<file path="src/rtl/tm1638_pkg.sv">
// Shared TM1638 command-word kinds, opcodes, controller states and word packing.
// Pure definitions; no latency or flow control of its own.
package tm1638_pkg;

    localparam logic [1:0] KIND_CMD       = 2'b00;
    localparam logic [1:0] KIND_ADDR_DATA = 2'b01;
    localparam logic [1:0] KIND_READ      = 2'b10;

    localparam logic [7:0] CMD_DATA_FIXED = 8'h44;
    localparam logic [7:0] CMD_DISP_BASE  = 8'h80;
    localparam logic [7:0] CMD_ADDR_BASE  = 8'hC0;

    typedef enum logic [2:0] {
        ST_INIT,
        ST_DATA_CMD,
        ST_DISP_CTRL,
        ST_IDLE,
        ST_EMIT,
        ST_GAP
    } state_t;

    function automatic logic [17:0] pack_word(input logic [1:0] kind,
                                              input logic [7:0] b1,
                                              input logic [7:0] b2);
        return {kind, b1, b2};
    endfunction

endpackage

</file>
<file path="src/rtl/tm1638_display_ctrl_rr_picker.sv">
// Round-robin dirty-address picker: first set bit after i_Last, wrapping at the top.
// Combinational, zero latency; the last-served pointer lives in the parent.
module rr_picker #(
    parameter int NUM_ADDR = 16,
    parameter int AW       = $clog2(NUM_ADDR)
) (
    input  logic [NUM_ADDR-1:0] i_Dirty,
    input  logic [AW-1:0]       i_Last,
    output logic                o_Found,
    output logic [AW-1:0]       o_Next
);

    logic [AW-1:0] w_Idx;

    // Walk offsets from farthest to nearest so the nearest dirty address wins.
    always_comb begin
        o_Found = 1'b0;
        o_Next  = '0;
        w_Idx   = '0;
        for (int i = NUM_ADDR; i >= 1; i--) begin
            w_Idx = AW'((int'(i_Last) + i) % NUM_ADDR);
            if (i_Dirty[w_Idx]) begin
                o_Found = 1'b1;
                o_Next  = w_Idx;
            end
        end
    end

endmodule

</file>
<file path="src/rtl/tm1638_display_ctrl.sv">
// TM1638 shadow buffer + command generator; a write reaches o_Data_Valid 2 cycles later.
// Holds the pending word while i_FIFO_Full is high and leaves a dead cycle after every push.
module tm1638_display_ctrl
    import tm1638_pkg::*;
#(
    parameter int INIT_DELAY_CYCLES = 16,
    parameter int NUM_ADDR          = 16
) (
    input  logic                        i_Clk,
    input  logic                        i_Rst,
    input  logic                        i_Wr,
    input  logic [$clog2(NUM_ADDR)-1:0] i_Wr_Addr,
    input  logic [7:0]                  i_Wr_Data,
    input  logic [2:0]                  i_Brightness,
    input  logic                        i_Display_On,
    input  logic                        i_FIFO_Full,
    output logic                        o_Data_Valid,
    output logic [17:0]                 o_Data,
    output logic                        o_Busy
);

    localparam int AW = $clog2(NUM_ADDR);
    localparam int CW = $clog2(INIT_DELAY_CYCLES + 1);

    state_t              r_State;
    state_t              w_Next;
    logic [CW-1:0]       r_Cnt;
    logic [7:0]          r_Buf [NUM_ADDR];
    logic [NUM_ADDR-1:0] r_Dirty;
    logic [NUM_ADDR-1:0] w_Dirty_Set;
    logic [NUM_ADDR-1:0] w_Dirty_Clr;
    logic [AW-1:0]       r_Last;
    logic [3:0]          r_Cfg;
    logic [3:0]          w_Cfg_In;
    logic                r_Cfg_Pend;
    logic [17:0]         r_Data_Last;
    logic [17:0]         w_Word;
    logic                w_Emit_State;
    logic                w_Valid;
    logic                w_Found;
    logic [AW-1:0]       w_Pick;

    rr_picker #(
        .NUM_ADDR (NUM_ADDR),
        .AW       (AW)
    ) u_picker (
        .i_Dirty (r_Dirty),
        .i_Last  (r_Last),
        .o_Found (w_Found),
        .o_Next  (w_Pick)
    );

    assign w_Cfg_In     = {i_Display_On, i_Brightness};
    assign w_Emit_State = (r_State == ST_DATA_CMD) || (r_State == ST_DISP_CTRL) ||
                          (r_State == ST_EMIT);
    assign w_Valid      = w_Emit_State && !i_FIFO_Full;

    always_comb begin
        w_Word = '0;
        case (r_State)
            ST_DATA_CMD:  w_Word = pack_word(KIND_CMD, CMD_DATA_FIXED, 8'h00);
            ST_DISP_CTRL: w_Word = pack_word(KIND_CMD, CMD_DISP_BASE | {4'b0000, r_Cfg}, 8'h00);
            ST_EMIT:      w_Word = pack_word(KIND_ADDR_DATA, CMD_ADDR_BASE | 8'(w_Pick),
                                             r_Buf[w_Pick]);
            default:      w_Word = '0;
        endcase
    end

    always_comb begin
        w_Next = r_State;
        case (r_State)
            ST_INIT:      if (r_Cnt == CW'(INIT_DELAY_CYCLES - 1)) w_Next = ST_DATA_CMD;
            ST_DATA_CMD:  if (!i_FIFO_Full) w_Next = ST_GAP;
            ST_DISP_CTRL: if (!i_FIFO_Full) w_Next = ST_GAP;
            // Config-pending is still set after init, so the first IDLE visit sends display control.
            ST_IDLE: begin
                if (r_Cfg_Pend)    w_Next = ST_DISP_CTRL;
                else if (|r_Dirty) w_Next = ST_EMIT;
            end
            ST_EMIT:      if (!i_FIFO_Full) w_Next = ST_GAP;
            ST_GAP:       w_Next = ST_IDLE;
            default:      w_Next = ST_INIT;
        endcase
    end

    always_comb begin
        w_Dirty_Set = '0;
        w_Dirty_Clr = '0;
        if (i_Wr)
            w_Dirty_Set[i_Wr_Addr] = 1'b1;
        if ((r_State == ST_EMIT) && w_Valid && w_Found)
            w_Dirty_Clr[w_Pick] = 1'b1;
    end

    always_ff @(posedge i_Clk) begin
        if (i_Rst) begin
            r_State     <= ST_INIT;
            r_Cnt       <= '0;
            r_Dirty     <= '1;
            r_Last      <= AW'(NUM_ADDR - 1);
            r_Cfg       <= w_Cfg_In;
            r_Cfg_Pend  <= 1'b1;
            r_Data_Last <= '0;
            for (int i = 0; i < NUM_ADDR; i++)
                r_Buf[i] <= 8'h00;
        end else begin
            r_State <= w_Next;
            if (r_State == ST_INIT)
                r_Cnt <= r_Cnt + 1'b1;
            if (i_Wr)
                r_Buf[i_Wr_Addr] <= i_Wr_Data;
            // Set beats clear: a write colliding with its own emit is sent again later.
            r_Dirty <= (r_Dirty & ~w_Dirty_Clr) | w_Dirty_Set;
            if ((r_State == ST_EMIT) && w_Valid)
                r_Last <= w_Pick;
            if (w_Cfg_In != r_Cfg) begin
                r_Cfg      <= w_Cfg_In;
                r_Cfg_Pend <= 1'b1;
            end else if ((r_State == ST_DISP_CTRL) && w_Valid) begin
                r_Cfg_Pend <= 1'b0;
            end
            if (w_Valid)
                r_Data_Last <= w_Word;
        end
    end

    assign o_Data_Valid = w_Valid;
    assign o_Data       = w_Valid ? w_Word : r_Data_Last;
    assign o_Busy       = (r_State == ST_INIT) || (r_State == ST_DATA_CMD) ||
                          r_Cfg_Pend || (|r_Dirty);

endmodule

</file>
<file path="config.mk">
export PLATFORM = sky130hd
export DESIGN_NAME = tm1638_display_ctrl
export DESIGN_NICKNAME = d
export VERILOG_FILES = /design/src/rtl/tm1638_pkg.sv /design/src/rtl/tm1638_display_ctrl_rr_picker.sv /design/src/rtl/tm1638_display_ctrl.sv
export SDC_FILE = /design/constraint.sdc
export NUM_CORES = 1
export LEC_CHECK = 0
export CORE_UTILIZATION = 30
export DETAILED_ROUTE_END_ITERATION = 16
export GPL_TIMING_DRIVEN = 1
export PLACE_DENSITY_LB_ADDON = 0.2
export SKIP_CTS_REPAIR_TIMING = 1
export SLEW_MARGIN = 20
export SYNTH_ARGS = -nofsm -noshare
export SYNTH_HDL_FRONTEND = slang
export SYNTH_HIERARCHICAL = 1
export SYNTH_SLANG_ARGS = --single-unit
</file>
<file path="constraint.sdc">
create_clock -name i_Clk -period 10.3 [get_ports i_Clk]
set_clock_uncertainty 0.2 [all_clocks]
set_input_delay 3.09 -clock i_Clk [delete_from_list [all_inputs] [get_ports i_Clk]]
set_output_delay 3.09 -clock i_Clk [all_outputs]
set_load 0.01 [all_outputs]
</file>
Word-level counts from Yosys, hierarchy flattened

Memory sizes are Yosys's and may differ from the RTL's.
Cells that the tools add are included.

Bits in registers: 51
RAM bits: 128
Input bits: 20
Output and inout bits: 20
Word-level logic and storage cells: 164
Memories: 1

Memories:

| memory | depth | width | read ports | clocked after memory_dff | wr ports | line                      | source |
|---|---|---|---|---|---|---|---|
| r_Buf  | 16    | 8     | 1          | 0                        | 16       | tm1638_display_ctrl.sv:28 | `logic [7:0] r_Buf [NUM_ADDR];` |

Add/sub/neg operators: 17
Order comparisons: 20
Equal/unequal tests: 10
Multiplexer cells: 87
Bitwise gates (word level): 3
Reduce and logical (&&, ||, !) cells: 19

Operators with widths:

| cell                                                       | number |
|---|---|
| less-than comparator 4 x 5 -> 1 bit, second input constant | 18 |
| 2-to-1 mux 4 bit                                           | 19 |
| binary-select mux 1 bit (select 4 bit)                     | 16 |
| one-hot mux 17 bit (3 select lines)                        | 1 |
| 2-to-1 mux 1 bit                                           | 40 |
| adder 4 bit, second input constant                         | 8 |
| 2-to-1 mux 16 bit                                          | 2 |
| 2-to-1 mux 18 bit                                          | 1 |
| adder 4 x 3 -> 4 bit, second input constant                | 4 |
| AND 16 bit                                                 | 1 |
| inverter 16 bit                                            | 1 |
| bitwise OR 16 bit                                          | 1 |
| OR reduction 16 bit                                        | 1 |
| 2-to-1 mux 3 bit                                           | 4 |
| one-hot mux 3 bit (4 select lines)                         | 1 |
| adder 4 x 1 -> 4 bit, second input constant                | 2 |
| adder 4 x 2 -> 4 bit, second input constant                | 2 |
| demux 1 bit (select 4 bit)                                 | 2 |
| >= comparator 4 x 1 -> 1 bit, second input constant        | 2 |
| 2-to-1 mux 8 bit                                           | 1 |
| OR reduction 8 bit                                         | 1 |
| == test 3 x 2 -> 1 bit, second input constant              | 2 |
| == test 3 bit, second input constant                       | 2 |
| logical AND 1 bit                                          | 6 |
| other kinds (13)                                           | 18 |

Depth between registers and ports, before layout

Gate-level depths: netlist of the first run.

Word-level depth: 27
Mapped depth: 21
Depth with buffers taken out: 14

Hierarchy

Netlist of the first run, hierarchy kept.

Modules (own cells, without submodules):

| module              | instances | cells each | area an instance (um^2) | seq. area each (um^2) |
|---|---|---|---|---|
| tm1638_display_ctrl | 1         | 641        | 8,110.3                 | 4,904.7 |
| rr_picker           | 1         | 246        | 2,039.5                 | 0.0 |

Worst setup path after synthesis of the first run

Ideal clock, no wire load.

Path kind: register to output
From: register r_Last[1]
To: output port o_Data[0]
Data arrival time: 4.670 ns
Setup slack: 2.340 ns
Cell stages (with the launch flop): 17
Buffers on the path: 4
Cell sequence: dfxtp_1 buf_1 inv_1 ha_1 buf_2 buf_2 mux4_2 mux4_2 nor3_1 a2111oi_2 nor4_1 nor3_1 a211oi_1 buf_2 mux4_2 a22oi_1 nand3_1

Word-level cells in the longest chain between the ends: 22
Elaborated cells between the ends (all ways): 67

RTL lines:

| element                                | line                                | source |
|---|---|---|
| start: declaration                     | tm1638_display_ctrl.sv:32           | `logic [AW-1:0] r_Last;` |
| start signal: assignment               | tm1638_display_ctrl.sv:100          | `r_Last <= AW'(NUM_ADDR - 1);` |
| start signal: assignment               | tm1638_display_ctrl.sv:115          | `r_Last <= w_Pick;` |
| adder 4 x 1 -> 4 bit                   | tm1638_display_ctrl_rr_picker.sv:21 | `w_Idx = AW'((int'(i_Last) + i) % NUM_ADDR);` |
| binary-select mux 1 bit (select 4 bit) | tm1638_display_ctrl_rr_picker.sv:22 | `if (i_Dirty[w_Idx]) begin` |
| 2-to-1 mux 1 bit (implied by the code) | tm1638_display_ctrl_rr_picker.sv:22 |  |
| 2-to-1 mux 4 bit (15 in series)        | tm1638_display_ctrl_rr_picker.sv:22 |  |
| 2-to-1 mux 4 bit *                     | tm1638_display_ctrl_rr_picker.sv:22 |  |
| net w_Pick[1]                          | tm1638_display_ctrl.sv:41           | `logic [AW-1:0] w_Pick;` |
| memory read (16 x 8 bit) *             | n/a                                 |  |
| one-hot mux 17 bit (3 select lines) *  | tm1638_display_ctrl.sv:60           | `case (r_State)` |
| 2-to-1 mux 18 bit *                    | n/a                                 |  |
| end: declaration                       | tm1638_display_ctrl.sv:18           | `output logic [17:0] o_Data,` |

The timed path passes the listed nets; every way through them passes the cells marked *. The select of a mux whose other input is x is not followed.

Final worst setup path of the first run

From: register r_Last[1]
To: output port o_Data[6]

The elaborated chain is that of the path after synthesis.

==> impl_table.tex, run 1 <==
\begin{tabular}{lr}
\hline
Metric & Value \\
\hline
\multicolumn{2}{l}{\textbf{Final layout}} \\
Area growth from synthesis to layout & 14.27\% \\
End-of-flow core utilization & 35.20\% \\
Final Non-Filler Cells & 1368 \\
Number of antenna diodes & 0 \\
Layout cells sized above 1 & 14.25\% \\
Fillers & 3258 \\
\# nets final & 942 \\
\multicolumn{2}{l}{\textbf{Floorplanning}} \\
Number of rows in the core area & 66 \\
Horizontal die dimension & 185.9 um \\
Starting density of the core & 30.80\% \\
IO Count & 40 \\
Die Area & 0.03457 mm\^{}2 \\
Die Height & 185.9 um \\
CORE AREA & 0.03295 mm\^{}2 \\
\multicolumn{2}{l}{\textbf{Global route}} \\
Number of antenna violations at the first check in global routing & 0 \\
Largest net degree at the start of global routing & 58 \\
Congestion Overflow GR & 0 \\
Wire length of the first global-routing pass & 43540 um \\
Global routing usage summed across all routing layers & 17.07\% \\
Number of global-route vias before repair & 6873 \\
\multicolumn{2}{l}{\textbf{Place}} \\
Count of input and output buffers & 39 \\
Cell total after placement & 1336 \\
Post-detail-place hpwl & 19880 um \\
Last weighted congestion value of the routability-driven placer & 0.9219 \\
\multicolumn{2}{l}{\textbf{Routing}} \\
Number of vias after detailed routing & 7033 \\
Ratio of routed vias to standard cells & 5.141 \\
Wirelength, routed & 28340 um \\
DR iter-0 viols & 570 \\
Remaining number of nets flagged by the antenna check after routing & 0 \\
Number of detailed-routing iterations run before antenna repair & 5 \\
Wire per inst & 20.71 um \\
DR DRC count & 0 \\
\multicolumn{2}{l}{\textbf{Yosys}} \\
Share of flip-flops with an asynchronous set or reset after synthesis & 0\% \\
Number of enable-type register cells in the synthesized netlist & 132 \\
Count of unique library cells instantiated by Yosys & 76 \\
Post-synthesis cell count & 887 \\
Post-synth net total & 916 \\
Netlist area before placement & 0.01015 mm\^{}2 \\
Fraction of synthesized cell area taken by the top area cell type & 39.05\% \\
Synth area leaders & edfxtp\_1 (39\%), dfxtp\_1 (9.3\%), mux4\_2 (8.4\%) \\
Average footprint of a synthesized cell & 11.44 um\^{}2 \\
YS warnings & 6 \\
Synth top cells by count & and2\_1 (132), edfxtp\_1 (132), nand2\_1 (58) \\
Cell accounting for the most synthesized area & edfxtp\_1 \\
Top\_reg\_cell synth & edfxtp\_1 \\
Share of the yosys chip area belonging to registers & 48.32\% \\
FF+latch count, synth & 179 \\
\multicolumn{2}{l}{\textbf{Clocking}} \\
Clock network latency to the later pin of the worst-skew pair & 440 ps \\
Clock transition at the registers of the reported paths & 70 ps \\
TritonCTS Buffers & 17 \\
Number of levels the H-tree was split into & 4 \\
Clk sinks & 179 \\
TritonCTS clock tree & done \\
Root buffer cell & clkbuf\_16 \\
Clock buffer depth & 2 \\
\multicolumn{2}{l}{\textbf{STA}} \\
Total negative slack & 0 ps \\
Count of final setup violators & 0 \\
Upper clock frequency limit & 103.5 MHz \\
Clock period minus final worst setup slack & 9664 ps \\
Unrepaired setup endpoints after global routing & false \\
Actual transition at the worst max-transition pin & 938.0 ps \\
Max-slew violations & 0 \\
Count of final hold-check violations & 0 \\
Max-slew headroom & 37.24\% \\
Final worst path period share & 93.83\% \\
\multicolumn{2}{l}{\textbf{Hold path}} \\
Origin of the worst min-delay path & r\_Data\_Last[2] \\
Min-Delay Path Class & reg2reg \\
\multicolumn{2}{l}{\textbf{Pwr}} \\
Relative contribution of sequential cells to total power & 52.5\% \\
VDD IR max & 0.1203 mV \\
Clock network fraction of total power & 43.3\% \\
Internal power consumption & 1.190 mW \\
Net Sw Power & 0.3600 mW \\
Power density normalized to cell area & 133.6 mW/mm\^{}2 \\
Proportion of power drawn by combinational gates & 4.2\% \\
Switching part of the total & 23.24\% \\
Cell leakage power & 3.894 nW \\
\multicolumn{2}{l}{\textbf{Outcome}} \\
Result of the run & completed \\
\multicolumn{2}{l}{\textbf{Worst setup path}} \\
Type of the setup path with the least slack & reg2out \\
Worst setup SP type & flip-flop \\
Critical path peak fanout & 17 \\
Required time at the worst-slack endpoint & 7010 ps \\
Crit path DAT & 6370 ps \\
Crit path capture type & primary output \\
Reg-to-reg critical path startpoint & r\_Last[1] \\
Source of the critical timing path & r\_Last[1] \\
\multicolumn{2}{l}{\textbf{Job}} \\
Max\_cap viols & 0 \\
\hline
\end{tabular}
[kinds of logic after synthesis]
logic type,synth area share (%)
adders and majority gates,1.109
and+or+nand+nor,20.50
muxes,15.09
AOI/OAI and AO/OA,10.01
buffers and inverters,2.922
DFF,48.32
xor gates and xnor gates,2.046
[layer usage]
metal	up-vias	wire (um)	global-route usage, %	share of wire [%]
li1	3365	-	-	-
met1	3505	13300	23.74	47
met2	143	13820	28.12	49
met3	20	899	2.504	3.2
met4	0	314	3.377	1.1
met5	-	0	0	0
[sequential cells by signal, indices dropped and copies added, names as in the netlist]
name / flops
r_Cfg: 4
r_Cfg_Pend: 1
r_Last: 4
r_Data_Last: 18
r_Buf: 128
r_State: 3
r_Cnt: 5
r_Dirty: 16
[worst max-delay path, cell delays in order (launching register included)]
cell	delay (ps)
dfxtp_1	310
buf_4	220
inv_1	190
ha_1	700
mux4_2	630
mux2i_1	390
nor2_1	70
nor2_1	220
o21ai_0	120
nor4_1	310
nor3_1	140
a211oi_4	680
nor2b_1	800
a22oi_1	360
nand3_1	200
nand3_1	100
clkdlybuf4s50_1	490
[layout make-up]
| type | count | area, um^2 | area share [%] |
|---|---|---|---|
| multi-input cells | 646 | 4972 | 42.87 |
| flip-flops and latches | 179 | 4905 | 42.29 |
| well taps | 442 | 553.0 | 4.768 |
| repair buffers | 53 | 503.0 | 4.337 |
| clock buffers | 20 | 467.9 | 4.035 |
| clock inverters | 12 | 137.6 | 1.187 |
| inverters | 16 | 60.06 | 0.5178 |
[stage by stage]
| stage | power (mW) | setup slack (ps) | hold slack, ps | instance area, um^2 |
|---|---|---|---|---|
| 2_1_floorplan | 0.8603 | 2340 | 253.1 | 10150 |
| 3_3_place_gp | 0.8958 | 1026 | 267.2 | 10990 |
| 3_5_place_dp | 0.8965 | 1037 | 273.4 | 10990 |
| 4_1_cts | 1.560 | 553.4 | 282.0 | 11600 |
| 5_1_grt | 1.597 | 154.0 | 302.7 | 11600 |
| 6_report | 1.550 | 635.9 | 277.4 | 11600 |
[path summary, 6_finish.rpt]
path | endpoint | slack (ps) | depth (start not counted)
worst max-delay path | o_Data[6] | 640 | 16
worst min-delay path | r_Data_Last[2] | 280 | 2
worst max register to register | r_Dirty[13] | 4420 | 15
worst min register to register | r_Data_Last[2] | 280 | 2
[layout by cell type, fill, tap and decap left out, types with 5 or more instances in the layout]
cell type        count
a31oi_1             10
and3_1               5
clkbuf_16           18
dfxtp_1             47
nor2b_1             12
xnor2_1             14
buf_4               13
nor4_1               7
mux2_2              11
and4_1               5
ha_1                 9
xor2_1               6
a211o_1              5
a21o_1              18
a21oi_1             23
edfxtp_1           132
clkdlybuf4s50_1     38
mux4_2              38
nand3_1             29
nand2b_1             7
or2_2               16
a211oi_1             8
o211ai_1             5
o22ai_1              5
nor3_1              15
inv_1               14
nand4_1              5
mux2i_1             50
nand2_1             58
nor2_1              57
and2_1             132
a22oi_1             26
o21ai_0              9
[power groups by stage]
stage                     logic, mW  clock network, mW  registers, mW
after floorplan              0.0351                  0          0.825
final                        0.0654              0.671          0.813
after global routing         0.0710              0.710          0.816
after CTS                    0.0672              0.680          0.813
after detailed placement     0.0671                  0          0.829
after global placement       0.0667                  0          0.829
Power figures use the tool's default switching activity.
==> inputs of run 2 (changes only) <==
Clock period 10.3 ns to 12.35 ns, I/O delays scaled along.
==> impl_table.tex, run 2 (synthesis gave the netlist of run 1 again) <==
\begin{tabular}{lr}
\hline
Metric & Value \\
\hline
\multicolumn{2}{l}{\textbf{Global route}} \\
Met3 track utilization from global routing & 2.778\% \\
Met2 layer usage reported by global route & 27.84\% \\
Global routing met1 resource utilization & 22.18\% \\
Number of antenna violations at the first check in global routing & 0 \\
Global routing usage summed across all routing layers & 16.66\% \\
GRT busiest layer & met2 \\
Number of global-route vias before repair & 6942 \\
Congestion Overflow GR & 0 \\
Wire length of the first global-routing pass & 42620 um \\
Largest net degree at the start of global routing & 58 \\
\multicolumn{2}{l}{\textbf{Floorplanning}} \\
Number of rows in the core area & 66 \\
Die Height & 185.9 um \\
IO Count & 40 \\
CORE AREA & 0.03295 mm\^{}2 \\
Die Area & 0.03457 mm\^{}2 \\
Horizontal die dimension & 185.9 um \\
Starting density of the core & 30.80\% \\
\multicolumn{2}{l}{\textbf{Worst setup path}} \\
Crit path capture type & primary output \\
Critical register-to-register path endpoint & r\_Dirty[13] \\
Delay of the slowest cell on the worst path & 730 ps \\
Slowest library cell on the worst path & ha\_1 \\
Worst r2r path cells & 15 \\
Critical path buffer and inverter count & 4 \\
Reg2Reg Setup Slack & 6510 ps \\
Critical path peak fanout & 28 \\
Reg-to-reg critical path startpoint & r\_Last[0] \\
Source of the critical timing path & r\_Last[0] \\
Top delay family on crit path & simple AND/OR/NAND/NOR gates \\
End point of the critical path & o\_Data[4] \\
Type of the setup path with the least slack & reg2out \\
Crit path DAT & 6340 ps \\
Cell count along the critical path & 16 \\
CP cell instances & buf\_4 -> inv\_1 -> ha\_1 -> mux4\_2 -> mux4\_2 -> or2\_1 -> a2111oi\_2 -> nor4\_1 -> nor3\_1 -> a211oi\_4 -> buf\_4 -> nor2b\_1 -> a22oi\_1 -> nand3\_1 -> nand3\_1 -> clkdlybuf4s50\_1 \\
Required time at the worst-slack endpoint & 8440 ps \\
Worst setup SP type & flip-flop \\
\multicolumn{2}{l}{\textbf{Clocking}} \\
TritonCTS Buffers & 17 \\
Clock transition at the registers of the reported paths & 70 ps \\
Root buffer cell & clkbuf\_16 \\
Clk sinks & 179 \\
Clock buffer depth & 2 \\
Clock network latency to the later pin of the worst-skew pair & 430 ps \\
TritonCTS clock tree & done \\
Number of levels the H-tree was split into & 4 \\
\multicolumn{2}{l}{\textbf{Routing}} \\
Ratio of routed vias to standard cells & 5.172 \\
DR DRC count & 0 \\
Wirelength, routed & 27870 um \\
Wire per inst & 20.38 um \\
DR iter-0 viols & 621 \\
Number of vias after detailed routing & 7075 \\
Remaining number of nets flagged by the antenna check after routing & 0 \\
Number of detailed-routing iterations run before antenna repair & 5 \\
\multicolumn{2}{l}{\textbf{Final layout}} \\
End-of-flow core utilization & 35.19\% \\
Commonest cells after routing, fill and taps aside & and2\_1 (132), edfxtp\_1 (132), nand2\_1 (58) \\
\# nets final & 942 \\
Top Registers & r\_Buf x128, r\_Data\_Last x18, r\_Dirty x16 \\
Final Non-Filler Cells & 1368 \\
Number of antenna diodes & 0 \\
Layout cells sized above 1 & 14.15\% \\
Area growth from synthesis to layout & 14.25\% \\
Register containing the most flip-flops in the final layout & r\_Buf \\
Max reg flops & 128 \\
\multicolumn{2}{l}{\textbf{STA}} \\
Count of final setup violators & 0 \\
Max-slew violations & 0 \\
Max-slew headroom & 34.56\% \\
Post-route worst setup slack & 2108 ps \\
Count of final hold-check violations & 0 \\
Unrepaired setup endpoints after global routing & false \\
Final worst path period share & 82.93\% \\
Clock period minus final worst setup slack & 10240 ps \\
Upper clock frequency limit & 97.64 MHz \\
Actual transition at the worst max-transition pin & 981.6 ps \\
Total negative slack & 0 ps \\
\multicolumn{2}{l}{\textbf{Pwr}} \\
Relative contribution of sequential cells to total power & 52.2\% \\
VDD IR max & 0.09727 mV \\
Power density normalized to cell area & 111.9 mW/mm\^{}2 \\
Total chip power & 1.298 mW \\
Switching part of the total & 24.25\% \\
Net Sw Power & 0.3147 mW \\
Proportion of power drawn by combinational gates & 4.3\% \\
Internal power consumption & 0.9832 mW \\
Cell leakage power & 3.904 nW \\
Clock network fraction of total power & 43.5\% \\
\multicolumn{2}{l}{\textbf{Place}} \\
Last weighted congestion value of the routability-driven placer & 0.8900 \\
Cell total after placement & 1336 \\
Post-Place Worst Slack & 2193 ps \\
Count of input and output buffers & 39 \\
Post-detail-place hpwl & 19640 um \\
\multicolumn{2}{l}{\textbf{Hold path}} \\
Origin of the worst min-delay path & r\_Data\_Last[2] \\
Min-Delay Path Class & reg2reg \\
\multicolumn{2}{l}{\textbf{Job}} \\
Max\_cap viols & 0 \\
\multicolumn{2}{l}{\textbf{Outcome}} \\
Result of the run & completed \\
\hline
\end{tabular}
==> run 2: power by group through the flow <==
stage,Sequential [mW],Clock [mW],Combinational (mW)
floorplan,0.688,0,0.0293
global placement,0.691,0,0.0571
detailed placement,0.691,0,0.0570
CTS,0.678,0.575,0.0571
global route,0.680,0.599,0.0598
finish,0.677,0.565,0.0559
==> run 2: final cells by class <==
type                            count  area, um^2
Clock buffer                       18       429.2
Clock inverter                     14       186.4
Fill cell                        3220       21350
Inverter                           16       60.06
Multi-Input combinational cell    646        4972
Sequential cell                   179        4905
Tap cell                          442       553.0
Timing Repair Buffer               53       490.5
==> run 2: tightest hold or removal path, cell delays in order, from the launching register on <==
cell,delay [ps]
dfxtp_1,300
nand2_1,70
a31oi_1,70
==> run 2: per-layer routing <==
metal  share of wire, %  vias to the layer above
li1                   -                     3362
met1                 46                     3528
met2                 49                      157
met3                3.5                       28
met4                1.9                        0
met5                  0                        -
==> run 2: through the flow <==
step / area [um^2] / hold WS, ps
after global placement: 10980 / 273.3
after CTS: 11600 / 286.9
after detailed placement: 10980 / 275.1
after floorplan: 10150 / 253.1
after global routing: 11600 / 296.9
final: 11600 / 282.1
==> run 2: how the worst min path moves through the flow <==
stage | cells after the start | to | slack [ps]
after global placement | 2 | r_Data_Last[2] | 270
after global routing | 2 | r_Data_Last[2] | 300
final | 2 | r_Data_Last[2] | 280
after CTS | 2 | r_Data_Last[4] | 290
after floorplan | 2 | r_Data_Last[2] | 250
after detailed placement | 2 | r_Data_Last[4] | 280
==> inputs of run 3 (changes only) <==
Clock period 12.35 ns to 8.9 ns, I/O delays scaled along.
==> impl_table.tex, run 3 (synthesis gave the netlist of run 1 again) <==
\begin{tabular}{lr}
\hline
Metric & Value \\
\hline
\multicolumn{2}{l}{\textbf{Outcome}} \\
Result of the run & completed \\
\multicolumn{2}{l}{\textbf{Clocking}} \\
TritonCTS clock tree & done \\
Clock transition at the registers of the reported paths & 70 ps \\
Clk sinks & 179 \\
Clock network latency to the later pin of the worst-skew pair & 430 ps \\
Root buffer cell & clkbuf\_16 \\
TritonCTS Buffers & 17 \\
Number of levels the H-tree was split into & 4 \\
Clock buffer depth & 2 \\
\multicolumn{2}{l}{\textbf{Pwr}} \\
VDD IR max & 0.1083 mV \\
Total chip power & 1.786 mW \\
Power density normalized to cell area & 151.7 mW/mm\^{}2 \\
Cell leakage power & 4.015 nW \\
\multicolumn{2}{l}{\textbf{Routing}} \\
DR iter-0 viols & 629 \\
Remaining number of nets flagged by the antenna check after routing & 0 \\
Number of vias after detailed routing & 7140 \\
Wire per inst & 19.92 um \\
Number of detailed-routing iterations run before antenna repair & 6 \\
Wirelength, routed & 27690 um \\
DR DRC count & 0 \\
Ratio of routed vias to standard cells & 5.137 \\
\multicolumn{2}{l}{\textbf{Global route}} \\
Global routing usage summed across all routing layers & 16.70\% \\
Number of antenna violations at the first check in global routing & 0 \\
Wire length of the first global-routing pass & 43170 um \\
Congestion Overflow GR & 0 \\
Largest net degree at the start of global routing & 53 \\
Number of global-route vias before repair & 7024 \\
\multicolumn{2}{l}{\textbf{Final layout}} \\
Area growth from synthesis to layout & 16.04\% \\
Layout cells sized above 1 & 16.24\% \\
Number of antenna diodes & 0 \\
\# nets final & 964 \\
Total area of sequential cells & 0.004905 mm\^{}2 \\
Register containing the most flip-flops in the final layout & r\_Buf \\
Fillers & 3268 \\
Top Registers & r\_Buf x128, r\_Data\_Last x18, r\_Dirty x16 \\
Total area of multi-input combinational cells & 0.004972 mm\^{}2 \\
Commonest cells after routing, fill and taps aside & and2\_1 (132), edfxtp\_1 (132), nand2\_1 (58) \\
Max reg flops & 128 \\
\multicolumn{2}{l}{\textbf{STA}} \\
Post-route worst setup slack & 471.1 ps \\
Clock period minus final worst setup slack & 8429 ps \\
Unrepaired setup endpoints after global routing & false \\
Count of final hold-check violations & 0 \\
Max-slew violations & 0 \\
Count of final setup violators & 0 \\
Actual transition at the worst max-transition pin & 864.7 ps \\
Upper clock frequency limit & 118.6 MHz \\
Final worst path period share & 94.71\% \\
Total negative slack & 0 ps \\
Max-slew headroom & 41.91\% \\
\multicolumn{2}{l}{\textbf{Floorplanning}} \\
Number of rows in the core area & 66 \\
Horizontal die dimension & 185.9 um \\
Starting density of the core & 30.80\% \\
IO Count & 40 \\
Die Height & 185.9 um \\
CORE AREA & 0.03295 mm\^{}2 \\
Die Area & 0.03457 mm\^{}2 \\
\multicolumn{2}{l}{\textbf{Worst setup path}} \\
Slowest library cell on the worst path & mux4\_2 \\
Required time at the worst-slack endpoint & 6030 ps \\
Worst setup SP type & flip-flop \\
Critical path peak fanout & 22 \\
Delay of the slowest cell on the worst path & 590 ps \\
Crit path capture type & primary output \\
Cell seen most often among critical-path stages & buf\_4 \\
Type of the setup path with the least slack & reg2out \\
CP cell instances & buf\_4 -> buf\_4 -> mux4\_2 -> mux2\_4 -> a211oi\_4 -> o21ai\_0 -> nand2\_1 -> a31oi\_1 -> o41ai\_1 -> a21oi\_4 -> buf\_4 -> mux4\_2 -> a22oi\_1 -> nand3\_1 -> clkdlybuf4s50\_1 \\
Crit path DAT & 5560 ps \\
\multicolumn{2}{l}{\textbf{Job}} \\
Max\_cap viols & 0 \\
\multicolumn{2}{l}{\textbf{Place}} \\
Count of input and output buffers & 39 \\
Post-detail-place hpwl & 19580 um \\
Post-Place Worst Slack & 621.5 ps \\
Last weighted congestion value of the routability-driven placer & 0.9164 \\
\multicolumn{2}{l}{\textbf{Hold path}} \\
Min-Delay Path Class & reg2reg \\
\hline
\end{tabular}
==> run 3: cell count changes in the layout (fill, tap and decap cells not counted), sizes merged <==
| cell | change |
|---|---|
| buf | +22 |
| inv | -3 |
| clkinv | +2 |
| clkinvlp | +1 |
==> run 3: final timing paths <==
kind                       start              to  slack [ps]  cells after the start
hold reg to reg   r_Data_Last[2]  r_Data_Last[2]         290                      2
setup reg to reg       r_Last[0]  r_Data_Last[3]        4000                     15
hold / removal    r_Data_Last[2]  r_Data_Last[2]         290                      2
setup / recovery       r_Last[0]       o_Data[0]         470                     15
==> run 3: per-stage QoR <==
| step | instance area [um^2] | hold WS, ps | cells | util [%] |
|---|---|---|---|---|
| 2_1_floorplan | 10150 | 253.1 | 887 | - |
| 3_3_place_gp | 11110 | 266.9 | 1353 | 33.71 |
| 3_5_place_dp | 11110 | 274.0 | 1353 | 33.71 |
| 4_1_cts | 11730 | 283.6 | 1385 | 35.59 |
| 5_1_grt | 11780 | 313.5 | 1390 | 35.74 |
| 6_report | 11780 | 290.0 | 1390 | 35.74 |
==> run 3: metal layers <==
metal	track usage (%)	share of wire, %	vias up
met5	0	0	-
met4	3.574	1.2	0
met3	2.348	3.2	22
met2	28.01	49	173
met1	22.73	46	3545
li1	-	-	3400
==> run 3: where the power goes <==
group	internal [mW]	switching, mW	total [mW]
Combinational	0.0260	0.0451	0.0711
Clock	0.407	0.368	0.775
Sequential	0.929	0.0108	0.940
Total	1.36	0.424	1.79
==> run 3: critical path: cells and delay by family (launching register included) <==
kind	cells	cell delay, ps
AO/OA/AOI/OAI	6	1860
flip-flops	1	330
multiplexers	3	1250
buffers and inverters	4	1370
AND/OR/NAND/NOR	2	290
==> run 3: area by class of cell <==
cell class,instances,area share (%)
inverter,16,0.5099
sequential,179,41.64
clock buffer,18,3.644
clock inverter,14,1.615
timing repair buffer,75,5.673
tap,442,4.696
multi-input combinational,646,42.22
